File: src/rtl/ex_muldiv_if.sv
// Handshake bundle between the ID/EX register, the iterative mul/div unit and EX/MEM.
// The master side drives the instruction and flush; the slave side returns stall and result.
interface ex_muldiv_if #(
  parameter int XLEN = 32
);
  logic            flush;
  logic            in_valid;
  logic [2:0]      in_funct3;
  logic [XLEN-1:0] in_rs1;
  logic [XLEN-1:0] in_rs2;
  logic [4:0]      in_wd;
  logic            in_wreg;
  logic            stall_req;
  logic            out_valid;
  logic [XLEN-1:0] out_wdata;
  logic [4:0]      out_wd;
  logic            out_wreg;

  modport master (
    output flush, in_valid, in_funct3, in_rs1, in_rs2, in_wd, in_wreg,
    input  stall_req, out_valid, out_wdata, out_wd, out_wreg
  );

  modport slave (
    input  flush, in_valid, in_funct3, in_rs1, in_rs2, in_wd, in_wreg,
    output stall_req, out_valid, out_wdata, out_wd, out_wreg
  );
endinterface

File: src/rtl/ex_muldiv.sv
// Iterative RV32M multiply/divide: radix-2 shift-add multiplier and restoring divider,
// one bit per cycle on operand magnitudes, sign fixed up when the result is formed.
module ex_muldiv #(
  parameter int XLEN = 32
) (
  input  logic        clk,
  input  logic        rst,
  ex_muldiv_if.slave  bus
);
  localparam int CW = $clog2(XLEN) + 1;
  localparam logic [XLEN-1:0] SMIN = {1'b1, {(XLEN-1){1'b0}}};

  typedef enum logic [1:0] {IDLE = 2'd0, CALC = 2'd1, DONE = 2'd2} state_e;

  state_e          state_q, state_d;
  logic [CW-1:0]   cnt_q, cnt_d;
  logic [XLEN-1:0] hi_q, hi_d, lo_q, lo_d, opb_q, opb_d;
  logic [2:0]      f3_q, f3_d;
  logic [4:0]      wd_q, wd_d;
  logic            wreg_q, wreg_d, negq_q, negq_d, negr_q, negr_d;
  logic [XLEN-1:0] res_d;
  logic            stall;

  logic            out_valid_q, out_wreg_q;
  logic [XLEN-1:0] out_wdata_q;
  logic [4:0]      out_wd_q;

  logic signed [XLEN-1:0] rs1_s, rs2_s;
  logic            sgn1, sgn2, s1, s2;
  logic [XLEN-1:0] a_abs, b_abs;
  logic [XLEN:0]   sum, shifted, diff;
  logic            ge;

  function automatic logic [XLEN-1:0] neg_if(input logic n, input logic [XLEN-1:0] v);
    return n ? -v : v;
  endfunction

  function automatic logic [XLEN-1:0] finish_mul(input logic [2:0] f3, input logic n,
                                                 input logic [2*XLEN-1:0] p);
    logic [2*XLEN-1:0] s;
    s = n ? -p : p;
    return (f3[1:0] == 2'b00) ? s[XLEN-1:0] : s[2*XLEN-1:XLEN];
  endfunction

  function automatic logic [XLEN-1:0] finish_div(input logic [2:0] f3, input logic nq,
                                                 input logic nr, input logic [XLEN-1:0] q,
                                                 input logic [XLEN-1:0] r);
    return f3[1] ? neg_if(nr, r) : neg_if(nq, q);
  endfunction

  always_comb begin
    state_d = state_q;
    cnt_d   = cnt_q;
    hi_d    = hi_q;
    lo_d    = lo_q;
    opb_d   = opb_q;
    f3_d    = f3_q;
    wd_d    = wd_q;
    wreg_d  = wreg_q;
    negq_d  = negq_q;
    negr_d  = negr_q;
    res_d   = '0;
    stall   = 1'b0;

    rs1_s = bus.in_rs1;
    rs2_s = bus.in_rs2;
    sgn1  = (bus.in_funct3 == 3'd1) || (bus.in_funct3 == 3'd2) ||
            (bus.in_funct3 == 3'd4) || (bus.in_funct3 == 3'd6);
    sgn2  = (bus.in_funct3 == 3'd1) || (bus.in_funct3 == 3'd4) || (bus.in_funct3 == 3'd6);
    s1    = sgn1 && (rs1_s < 0);
    s2    = sgn2 && (rs2_s < 0);
    a_abs = neg_if(s1, bus.in_rs1);
    b_abs = neg_if(s2, bus.in_rs2);

    // Multiply step: conditional add into the high half, then shift the product right.
    sum     = {1'b0, hi_q} + (lo_q[0] ? {1'b0, opb_q} : '0);
    // Divide step: shift next dividend bit into the partial remainder and trial-subtract.
    shifted = {hi_q, lo_q[XLEN-1]};
    diff    = shifted - {1'b0, opb_q};
    ge      = (shifted >= {1'b0, opb_q});

    case (state_q)
      IDLE: begin
        if (bus.in_valid && !bus.flush) begin
          stall  = 1'b1;
          f3_d   = bus.in_funct3;
          wd_d   = bus.in_wd;
          wreg_d = bus.in_wreg;
          negq_d = s1 ^ s2;
          negr_d = s1;
          hi_d   = '0;
          cnt_d  = '0;
          lo_d   = bus.in_funct3[2] ? a_abs : b_abs;
          opb_d  = bus.in_funct3[2] ? b_abs : a_abs;
          if (bus.in_funct3[2] && (bus.in_rs2 == '0)) begin
            res_d   = bus.in_funct3[1] ? bus.in_rs1 : '1;
            state_d = DONE;
          end else if (bus.in_funct3[2] && !bus.in_funct3[0] &&
                       (bus.in_rs1 == SMIN) && (bus.in_rs2 == '1)) begin
            res_d   = bus.in_funct3[1] ? '0 : SMIN;
            state_d = DONE;
          end else begin
            state_d = CALC;
          end
        end
      end
      CALC: begin
        stall = 1'b1;
        cnt_d = cnt_q + 1'b1;
        if (f3_q[2]) begin
          hi_d = ge ? diff[XLEN-1:0] : shifted[XLEN-1:0];
          lo_d = {lo_q[XLEN-2:0], ge};
        end else begin
          hi_d = sum[XLEN:1];
          lo_d = {sum[0], lo_q[XLEN-1:1]};
        end
        res_d = f3_q[2] ? finish_div(f3_q, negq_q, negr_q, lo_d, hi_d)
                        : finish_mul(f3_q, negq_q, {hi_d, lo_d});
        if (cnt_q == CW'(XLEN-1)) state_d = DONE;
      end
      DONE:    state_d = IDLE;
      default: state_d = IDLE;
    endcase

    if (bus.flush) state_d = IDLE;
  end

  always_ff @(posedge clk) begin
    if (rst) begin
      state_q     <= IDLE;
      cnt_q       <= '0;
      out_valid_q <= 1'b0;
      out_wreg_q  <= 1'b0;
      out_wdata_q <= '0;
      out_wd_q    <= '0;
    end else begin
      state_q     <= state_d;
      cnt_q       <= cnt_d;
      out_valid_q <= (state_d == DONE);
      out_wreg_q  <= (state_d == DONE) && wreg_d;
      if (state_d == DONE) begin
        out_wdata_q <= res_d;
        out_wd_q    <= wd_d;
      end
    end
  end

  always_ff @(posedge clk) begin
    hi_q   <= hi_d;
    lo_q   <= lo_d;
    opb_q  <= opb_d;
    f3_q   <= f3_d;
    wd_q   <= wd_d;
    wreg_q <= wreg_d;
    negq_q <= negq_d;
    negr_q <= negr_d;
  end

  assign bus.stall_req = stall;
  assign bus.out_valid = out_valid_q;
  assign bus.out_wdata = out_wdata_q;
  assign bus.out_wd    = out_wd_q;
  assign bus.out_wreg  = out_wreg_q;
endmodule

File: src/flat_wrapper.sv
// flat-port wrapper written by rule: the top's interface ports become plain ports
module ex_muldiv_flat 
#(
  parameter int XLEN = 32
)
  (clk, rst, bus_flush, bus_in_valid, bus_in_funct3, bus_in_rs1, bus_in_rs2, bus_in_wd, bus_in_wreg, bus_stall_req, bus_out_valid, bus_out_wdata, bus_out_wd, bus_out_wreg);
  ex_muldiv_if #(.XLEN(XLEN)) bus_i ();
  input  logic clk;
  input  logic rst;
  input wire logic [$bits(bus_i.flush)-1:0] bus_flush;
  input wire logic [$bits(bus_i.in_valid)-1:0] bus_in_valid;
  input wire logic [$bits(bus_i.in_funct3)-1:0] bus_in_funct3;
  input wire logic [$bits(bus_i.in_rs1)-1:0] bus_in_rs1;
  input wire logic [$bits(bus_i.in_rs2)-1:0] bus_in_rs2;
  input wire logic [$bits(bus_i.in_wd)-1:0] bus_in_wd;
  input wire logic [$bits(bus_i.in_wreg)-1:0] bus_in_wreg;
  output wire logic [$bits(bus_i.stall_req)-1:0] bus_stall_req;
  output wire logic [$bits(bus_i.out_valid)-1:0] bus_out_valid;
  output wire logic [$bits(bus_i.out_wdata)-1:0] bus_out_wdata;
  output wire logic [$bits(bus_i.out_wd)-1:0] bus_out_wd;
  output wire logic [$bits(bus_i.out_wreg)-1:0] bus_out_wreg;
  assign bus_i.flush = bus_flush;
  assign bus_i.in_valid = bus_in_valid;
  assign bus_i.in_funct3 = bus_in_funct3;
  assign bus_i.in_rs1 = bus_in_rs1;
  assign bus_i.in_rs2 = bus_in_rs2;
  assign bus_i.in_wd = bus_in_wd;
  assign bus_i.in_wreg = bus_in_wreg;
  assign bus_stall_req = bus_i.stall_req;
  assign bus_out_valid = bus_i.out_valid;
  assign bus_out_wdata = bus_i.out_wdata;
  assign bus_out_wd = bus_i.out_wd;
  assign bus_out_wreg = bus_i.out_wreg;
  ex_muldiv #(.XLEN(XLEN)) u_core (.clk(clk), .rst(rst), .bus(bus_i));
endmodule
File: config.mk
export PLATFORM = sky130hd
export DESIGN_NAME = ex_muldiv_flat
export DESIGN_NICKNAME = d
export VERILOG_FILES = /design/src/rtl/ex_muldiv_if.sv /design/src/rtl/ex_muldiv.sv /design/src/flat_wrapper.sv
export SDC_FILE = /design/constraint.sdc
export NUM_CORES = 1
export LEC_CHECK = 0
export ABC_AREA = 0
export CORE_MARGIN = 4
export CORE_UTILIZATION = 35
export CTS_CLUSTER_SIZE = 10
export DETAILED_ROUTE_END_ITERATION = 7
export PLACE_DENSITY = 0.63
export SETUP_SLACK_MARGIN = 0.2
export SYNTH_ARGS = -nofsm -noshare
export SYNTH_HDL_FRONTEND = slang
export SYNTH_SLANG_ARGS = --single-unit
File: constraint.sdc
create_clock -name clk -period 5.9 [get_ports clk]
set_clock_uncertainty 0.05 [all_clocks]
set_input_delay 0.59 -clock clk [delete_from_list [all_inputs] [get_ports clk]]
set_output_delay 0.59 -clock clk [all_outputs]
set_load 0.03 [all_outputs]
==> results.cfg <==
[run_status]
status = complete, no violations

[setup_path]
critical_path_class = reg -> reg
start_kind = flop
reg2reg_from = u_core.hi_q[23]$_SDFFCE_PN0P_
cp-endpoint = u_core.bus.out_wdata[24]$_SDFFE_PP0P_
r2r-end = u_core.bus.out_wdata[24]$_SDFFE_PP0P_
end_kind = flop
critical_path_required_ns = 6.20
worstPathMaxFanout = 15
critical_path_arrival_ns = 5.78
cp-startpoint = u_core.hi_q[23]$_SDFFCE_PN0P_
r2r_slack_ns = 0.42
reg2regPathDepth = 18

[yosys]
synth_cell_types = 102
yosys_warnings = 0
synth_seq_cells = 154
async_flop_share_pct = 0
postSynthAreaPerCell_um2 = 7.84
yosysSeqAreaShare_pct = 24.6
synth-main-ff-cell = edfxtp_1
synth_nets = 2273
synth-edff-count = 101
syn_inst = 2124
synth_top_area_share_pct = 18.2
ys_top_cells_by_area = edfxtp_1 (18%), dfxtp_1 (6.4%), mux2i_1 (6.0%)
synth_top_area_cell = edfxtp_1
synth_area_um2 = 16700

[job]
maxCapViolations = 0

[global_route]
grt_pass1_vias = 16911
grt_max_degree = 55
antenna_found_initial = 1
grt_pass1_wl_mm = 102
grt_usage_pct = 25.9
overflow = 0

[clock_tree]
cts_tree = yes
htree_levels = 4
cts_setup_buffers = 0
clk_pin_slew_ns = 0.07
cts_buffer_depth = 2
clock_sinks = 154
clock_latency_ns = 0.46
cts_made_buffers = 17
cts-root-buf = clkbuf_16

[sta]
setup_tns_ns = 0
drv_slew = 0
slew-limit-headroom_pct = 21.4
min_period_ns = 5.48
rsz0062_at_grt = no
timing.final.crit_share_pct = 92.8
max_freq_mhz = 183
worst_pin_slew_ns = 1.18
hold_viol_final = 0
setup_viol = 0

[routing]
finalWirelength_mm = 68.1
drt.antenna.violating_nets = 0
route.vias.total = 17461
vias_per_cell = 6.19
drtIter0Drc = 2062
remaining_drc_errors = 0
wl_per_cell_um = 24.1
dr.pass1.iters = 6

[die]
io_pins = 117
die_w_um = 226
rows = 79
die_height_um = 226
dieArea_um2 = 51100
core_area_um2 = 46800
start_util_pct = 35.6

[final_layout]
final_area_um2 = 19100
area_growth_pct = 15.0
num-nets-final = 2348
layout-drive-gt1-share_pct = 7.87

[placed_design]
place_area_um2 = 18500
dp_hpwl_mm = 53.3
place_congestion = 1.04
io_buffer_count = 116

[power]
power.leakage_nw = 7.13
ir_drop_mv = 0.205
power_per_cell_area_nw_per_um2 = 206

[worst_hold_path]
hp-class = reg -> reg
==> cells in the mapped netlist (all sizes together), types with 8 or more instances <==
cell type,number
mux2i,100
o311ai,10
a41o,8
a211oi,23
a31oi,33
a21oi,172
a211o,10
inv,72
edfxtp,101
and3,8
o21bai,17
dfxtp,53
nor2b,14
nor2,203
o31ai,23
clkbuf,78
nor3,67
nand4,34
mux2,17
o221ai,10
nand3,49
nor4,28
o22ai,10
o41ai,19
xnor2,91
a311oi,11
nor3b,11
xor2,74
and2,55
o211ai,32
o21ai,154
buf,45
nand2b,16
a21o,32
o21a,16
or4,11
a221oi,12
or3,25
nand2,202
ha,70
or2,13
==> registers in the layout, indices dropped and copies added (netlist names) <==
register / cells
u_core.bus.out_valid: 1
u_core.wreg_q: 1
u_core.state_q: 2
u_core.opb_q: 32
u_core.hi_q: 32
u_core.negq_q: 1
u_core.f3_q: 3
u_core.cnt_q: 6
u_core.negr_q: 1
u_core.bus.out_wdata: 32
u_core.lo_q: 32
u_core.wd_q: 5
u_core.bus.out_wreg: 1
u_core.bus.out_wd: 5
==> cell usage in the layout (no fill, tap or decap), types with 9 or more instances in the layout <==
cell,n
or4_1,10
clkdlybuf4s50_1,114
nor4_1,26
ha_1,70
inv_1,71
nand4_1,33
a31oi_1,33
a21o_1,32
and2_1,54
o21ai_1,11
o221ai_1,9
or3_1,24
buf_4,64
o211ai_1,32
o21a_1,16
edfxtp_1,101
xnor2_1,91
a21oi_1,167
xor2_1,74
or2_2,12
a311oi_1,11
mux2i_1,100
o22ai_1,9
o41ai_1,17
a211o_1,10
mux2_2,17
clkbuf_16,20
nand2_1,202
a221oi_1,11
nand2b_1,15
nor2_1,203
nor2b_1,13
a211oi_1,22
nand3_1,45
o31ai_1,21
o21bai_1,17
o21ai_0,139
nor3_1,65
dfxtp_1,53
nor3b_1,11
==> through the flow <==
stage               power, mW  setup WS, ns  hold WS [ns]  instances  utilization (%)
finish                   3.95         0.424         0.410       2821             41.0
CTS                      3.92         0.441         0.411       2819             40.9
detailed placement       2.74         0.494         0.400       2787             39.6
floorplan                2.25          1.26         0.385       2124                -
global placement         2.72         0.624         0.394       2787             39.6
global route             4.12         0.218         0.438       2819             40.9
==> cells by family (layout without fill, tap and decap cells) <==
group / Yosys count / count (layout) / synth area share [%]
and+or+nand+nor: 759 / 759 / 22.5
AOI/OAI and AO/OA: 661 / 661 / 26.7
buffers and inverters: 196 / 284 / 4.85
xor gates and xnor gates: 165 / 165 / 8.68
DFF: 154 / 154 / 24.6
muxes: 117 / 117 / 7.16
adders and majority gates: 72 / 72 / 5.50
other: 0 / 2 / 0
==> critical path: stages (launching register included) <==
cell	delay (ns)
edfxtp_1	0.43
ha_1	0.44
a21oi_2	0.21
o21ai_2	0.10
a2111oi_4	0.46
and3_1	0.30
buf_4	0.30
a31oi_1	0.12
o31a_1	0.37
inv_1	0.16
ha_1	0.25
nand2_1	0.09
or4_4	0.56
a21oi_4	0.24
nand3_1	0.27
o41ai_1	0.51
xnor2_1	0.17
a221oi_1	0.09
o31a_1	0.24
==> area by class of cell <==
type | instances | area [µm²]
antenna | 2 | 5.00
clock buffer | 20 | 500
clock inverter | 12 | 110
fill | 4742 | 27600
inverter | 73 | 274
multi-input combinational | 1774 | 11800
sequential | 154 | 4090
tap | 607 | 759
timing repair buffer | 179 | 1630
==> repair_timing <==
item / 4_1_cts / 5_1_grt
hold buffers: 0 / 0
hold endpoints to repair: 0 / 0
setup endpoints to repair: 0 / 1
resized for setup: 0 / 2
==> how the worst min path moves through the flow <==
stage / from / end / slack [ns] / cells past startpoint
global placement: u_core.bus.out_wdata[1]$_SDFFE_PP0P_ / u_core.bus.out_wdata[1]$_SDFFE_PP0P_ / 0.39 / 2
CTS: u_core.bus.out_wdata[1]$_SDFFE_PP0P_ / u_core.bus.out_wdata[1]$_SDFFE_PP0P_ / 0.41 / 2
floorplan: u_core.cnt_q[5]$_SDFFE_PP0P_ / u_core.cnt_q[5]$_SDFFE_PP0P_ / 0.38 / 2
finish: u_core.bus.out_wd[1]$_SDFFE_PP0P_ / u_core.bus.out_wd[1]$_SDFFE_PP0P_ / 0.41 / 2
detailed placement: u_core.bus.out_wdata[1]$_SDFFE_PP0P_ / u_core.bus.out_wdata[1]$_SDFFE_PP0P_ / 0.40 / 2
global route: u_core.bus.out_wd[3]$_SDFFE_PP0P_ / u_core.bus.out_wd[3]$_SDFFE_PP0P_ / 0.44 / 2
==> report_power, final <==
part | total [mW] | internal, mW | switching (mW)
sequential | 1.27 | 1.23 | 0.0447
combinational | 1.50 | 0.530 | 0.967
clock | 1.18 | 0.632 | 0.547
==> metal layers <==
layer,vias up,global-route usage (%),wire length [µm]
met4,2,9.92,2650
met1,8385,34.8,29700
met3,145,4.13,4990
met5,-,0,13
li1,8094,-,-
met2,835,41.9,30800
(Power assumes the default switching activity.)
